`config.mk`:
```
export PLATFORM = sky130hd
export DESIGN_NAME = output_scheduler
export DESIGN_NICKNAME = d
export VERILOG_FILES = /design/src/rtl/output_scheduler.sv
export SDC_FILE = /design/constraint.sdc
export NUM_CORES = 1
export LEC_CHECK = 0
export BUFFER_PORTS_ARGS = -buffer_cell sky130_fd_sc_hd__buf_2
export CAP_MARGIN = 10
export CELL_PAD_IN_SITES_DETAIL_PLACEMENT = 2
export CELL_PAD_IN_SITES_GLOBAL_PLACEMENT = 2
export CORE_UTILIZATION = 32
export CTS_BUF_LIST = sky130_fd_sc_hd__clkbuf_8
export DETAILED_ROUTE_END_ITERATION = 12
export PLACE_DENSITY_LB_ADDON = 0.1
export REMOVE_ABC_BUFFERS = 1
export SLEW_MARGIN = 25
export SYNTH_ARGS = -nofsm -noshare
export SYNTH_HDL_FRONTEND = slang
export SYNTH_SLANG_ARGS = --single-unit
```
`constraint.sdc`:
```
create_clock -name clk -period 2.7 [get_ports clk]
set_input_delay 0.27 -clock clk [delete_from_list [all_inputs] [get_ports clk]]
set_output_delay 0.27 -clock clk [all_outputs]
set_load 0.02 [all_outputs]
```
`src/rtl/output_scheduler.sv`:
```
// rtl/output_scheduler.sv - credit-based wormhole output scheduler with round-robin packet lock
module output_scheduler #(
    parameter int CREDIT_MAX = 3
) (
    input  logic       clk,
    input  logic       reset,
    input  logic       req_N,
    input  logic       req_E,
    input  logic       req_W,
    input  logic       req_S,
    input  logic       req_L,
    input  logic       tail_N,
    input  logic       tail_E,
    input  logic       tail_W,
    input  logic       tail_S,
    input  logic       tail_L,
    input  logic       credit_in,
    output logic       grant_N,
    output logic       grant_E,
    output logic       grant_W,
    output logic       grant_S,
    output logic       grant_L,
    output logic [1:0] credit_cnt,
    output logic       credit_err
);

    typedef enum logic {IDLE, LOCKED} state_t;

    localparam logic [1:0] CMAX = 2'(CREDIT_MAX);

    state_t     state_q, state_d;
    logic [2:0] owner_q, owner_d;
    logic [2:0] ptr_q, ptr_d;
    logic [2:0] pick;
    logic       found;
    logic [1:0] credit_q, credit_d;
    logic       err_q, err_d;
    logic [4:0] req_vec, tail_vec, grant_vec;
    logic       any_grant;

    function automatic logic [2:0] wrap5(input logic [3:0] v);
        wrap5 = (v >= 4'd5) ? 3'(v - 4'd5) : v[2:0];
    endfunction

    assign req_vec  = {req_L, req_S, req_W, req_E, req_N};
    assign tail_vec = {tail_L, tail_S, tail_W, tail_E, tail_N};

    // First asserted requester, scanning cyclically from the priority pointer
    always_comb begin
        found = 1'b0;
        pick  = ptr_q;
        for (int i = 0; i < 5; i++) begin
            if (!found && req_vec[wrap5({1'b0, ptr_q} + 4'(i))]) begin
                found = 1'b1;
                pick  = wrap5({1'b0, ptr_q} + 4'(i));
            end
        end
    end

    always_comb begin
        state_d   = state_q;
        owner_d   = owner_q;
        ptr_d     = ptr_q;
        grant_vec = '0;
        case (state_q)
            IDLE: begin
                if (found) begin
                    state_d = LOCKED;
                    owner_d = pick;
                end
            end
            LOCKED: begin
                // Lock is held through stalls so the packet stays contiguous
                if (req_vec[owner_q] && credit_q != 2'd0) begin
                    grant_vec[owner_q] = 1'b1;
                    if (tail_vec[owner_q]) begin
                        state_d = IDLE;
                        ptr_d   = wrap5({1'b0, owner_q} + 4'd1);
                    end
                end
            end
        endcase
    end

    assign any_grant = |grant_vec;

    always_comb begin
        credit_d = credit_q;
        err_d    = err_q;
        if (any_grant && !credit_in) begin
            credit_d = credit_q - 2'd1;
        end else if (!any_grant && credit_in) begin
            if (credit_q >= CMAX) begin
                err_d = 1'b1;
            end else begin
                credit_d = credit_q + 2'd1;
            end
        end
    end

    always_ff @(posedge clk or negedge reset) begin
        if (!reset) begin
            state_q  <= IDLE;
            owner_q  <= 3'd0;
            ptr_q    <= 3'd0;
            credit_q <= CMAX;
            err_q    <= 1'b0;
        end else begin
            state_q  <= state_d;
            owner_q  <= owner_d;
            ptr_q    <= ptr_d;
            credit_q <= credit_d;
            err_q    <= err_d;
        end
    end

    assign grant_N    = grant_vec[0];
    assign grant_E    = grant_vec[1];
    assign grant_W    = grant_vec[2];
    assign grant_S    = grant_vec[3];
    assign grant_L    = grant_vec[4];
    assign credit_cnt = credit_q;
    assign credit_err = err_q;

endmodule

```
==> results.py <==
metrics = {
    "floorplanning": {
        "die_y_um": 78.9,
        "rows": 27,
        "core_sq_um": 5610,
        "dieArea_sq_um": 6220,
        "die_w_um": 78.9,
        "io_pins": 21,
        "initial_core_util_pct": 33.7,
    },
    "place": {
        "hpwl_um": 6260,
        "placedCellCount": 362,
        "dp_slack_ps": -169,
        "port_buffers": 20,
        "gp_routability_congestion": 0.830,
    },
    "setup_path": {
        "cp_cell_sequence": "buf_4 -> buf_8 -> buf_4 -> buf_4 -> a211oi_1 -> o22ai_2 -> a21o_1 -> buf_4 -> o21ai_0 -> nand3b_1 -> nand4b_1 -> o211ai_1",
        "r2r_slack_ps": -30,
        "max_stage_delay_ps": 400,
        "crit_family": "compound AO/OA/AOI/OAI gates",
        "critPathMaxFanout": 12,
        "start_kind": "flop",
        "slowest_stage": "dfrtp_1",
        "crit_type": "reg2reg",
        "cpMostUsedCell": "buf_4",
        "worstPathRequired_ps": 2860,
        "crit_buf_inv": 5,
        "reg2reg_to": "owner_q[0]",
        "endpoint_kind": "flop",
        "r2r_cells": 12,
        "r2r-start": "ptr_q[0]",
        "arrival_ps": 2890,
    },
    "synth": {
        "syn_inst": 252,
        "synth_top_cell_by_area": "dfrtp_1",
        "syn-cell-area_sq_um": 1890,
        "synth-main-ff-cell": "dfrtp_1",
        "synth.top_cell.area_share_pct": 10.6,
        "synth-seq-cells": 10,
        "yosys-top-cells-area": "dfrtp_1, ha_1, mux2i_1",
        "syn_area_per_cell_sq_um": 7.51,
        "synth.distinct_cells": 66,
        "async_reset_ff_share_pct": 100,
        "synth-edff-count": 0,
        "yosys_warnings": 0,
        "yosysSeqAreaShare_pct": 13.4,
    },
    "cts": {
        "cts_tree": "done",
        "clock_latency_ps": 250,
        "tritoncts_num_sinks": 10,
        "clkTransAtPathRegs_ps": 50,
        "cts_buffers": 3,
        "htree_num_levels": 1,
        "clk_path_buf_depth": 2,
        "clockRootBuffer": "clkbuf_8",
    },
    "global_routing": {
        "antenna_found_initial": 0,
        "grt_overflow": 0,
        "grtUsageTotal_pct": 29.3,
        "grt_max_degree": 14,
        "grt_pass1_vias": 2473,
        "grt_pass1_wl_um": 13800,
    },
    "final_layout": {
        "fin_cells": 385,
        "final_util_pct": 48.1,
        "drive_gt1_share_pct": 40.6,
        "area_growth_pct": 42.7,
        "final_nets": 340,
        "antennaDiodeCount": 0,
    },
    "run_status": {
        "violations": "negative setup slack",
        "status": "finished with violations",
    },
    "timing": {
        "setup_ws_ps": -27.7,
        "relSlewSlack_pct": 29.6,
        "fin_skew_ps": 0.613,
        "finalSetupViolCount": 3,
        "fin_crit_ps": 2730,
        "slew_violations": 0,
        "rsz0062_at_grt": "true",
        "worstMarginPinSlew_ps": 1050,
        "finalHoldViolCount": 0,
        "fmax_mhz": 367,
        "min_period_over_period_pct": 101,
        "holdWs_ps": 440,
    },
    "route": {
        "ant_nets": 0,
        "dr.pass1.iters": 4,
        "routedWlPerCell_um": 27.3,
        "routed_via_density": 6.26,
        "drc": 0,
        "drt-total-wl_um": 10500,
        "drt-initial-drc-count": 129,
        "vias": 2409,
    },
    "hold_path": {
        "hold_class": "in2async",
    },
    "flow_run": {
        "max-cap-violations": 0,
    },
}
-- stage by stage --
| stage | setup TNS (ps) | cell area, sq um |
|---|---|---|
| floorplan | -1390 | 1820 |
| global placement | 0 | 2250 |
| detailed placement | -421 | 2250 |
| CTS | -24.6 | 2460 |
| global route | -351 | 2700 |
| finish | -49.4 | 2700 |
-- Yosys cell counts (all sizes together), types with 2 or more instances --
cell type,n
nor2b,9
nor4,2
clkbuf,6
a22oi,3
and2,2
o21ai,17
nor4bb,2
a221oi,3
or3,3
nor2,19
dfstp,2
ha,12
o22a,2
a21o,6
nand3,8
a41oi,3
o211ai,9
or2,2
o31ai,4
o221a,2
dfrtp,8
nand4,2
nor3,2
a211oi,6
nand2,20
a31oi,4
xnor2,5
o22ai,4
a211o,4
a21oi,15
mux2i,9
a22o,2
buf,8
inv,16
nand2b,8
-- flip-flops by register name, indices dropped and copies added, names as in the netlist --
register / cells
credit_cnt: 2
credit_err: 1
owner_q: 3
ptr_q: 3
state_q: 1
-- per-layer routing --
metal,up-vias,global-route usage (%),part of all wire [%]
li1,1074,-,-
met3,24,4.48,4.9
met1,1226,37.8,42
met5,-,0,0
met4,0,9.27,2.8
met2,85,49.7,51
-- cell type report --
type                            count  area (sq um)
Clock buffer                        4          55.1
Timing Repair Buffer               71           500
Fill cell                         634          2910
Multi-Input combinational cell    212          1740
Sequential cell                    10           254
Tap cell                           72          90.1
Inverter                           16          62.6
-- timing repair --
action,in CTS,in global routing
hold endpoints to repair,8,0
resized for setup,19,36
hold buffers,1,0
buffers inserted,7,11
endpoints found under the setup margin,3,4
pin swaps,8,21
-- worst max-delay path by stage --
stage,startpoint,to,slack (ps),cells after the start
3_5_place_dp,ptr_q[0],owner_q[1],-170,10
3_3_place_gp,ptr_q[1],owner_q[2],10,9
5_1_grt,ptr_q[0],owner_q[0],-100,12
2_1_floorplan,ptr_q[0],owner_q[0],-390,10
6_report,ptr_q[0],owner_q[0],-30,12
4_1_cts,ptr_q[0],owner_q[1],-20,10
-- cells in the final DEF (no fill, tap or decap), types with 3 or more instances in the layout --
cell      instances
nor2_1           19
buf_2            20
ha_4              4
nor2b_1           8
nand3_1           8
buf_4            47
o211ai_1          7
mux2i_1           7
clkbuf_8          4
a211oi_1          4
xnor2_1           5
a21oi_2           4
a22oi_1           3
a211o_1           4
a21oi_1          11
inv_1            13
o21ai_1           4
dfrtp_1           7
nand2b_1          7
o21ai_0          12
a31oi_1           3
a21o_1            6
ha_2              4
nand2_1          18
ha_1              4
-- logic make-up after synthesis --
group,after synthesis,synth area share [%]
mux,11,6.55
compound gates,98,38.0
fa+ha+maj,13,8.99
flops,10,13.4
simple gates,84,23.2
xor+xnor,6,2.78
buf+inv,30,7.14
Power is not shown: default switching activity piles up to over one toggle a cycle in this logic, so the estimate is an artifact.
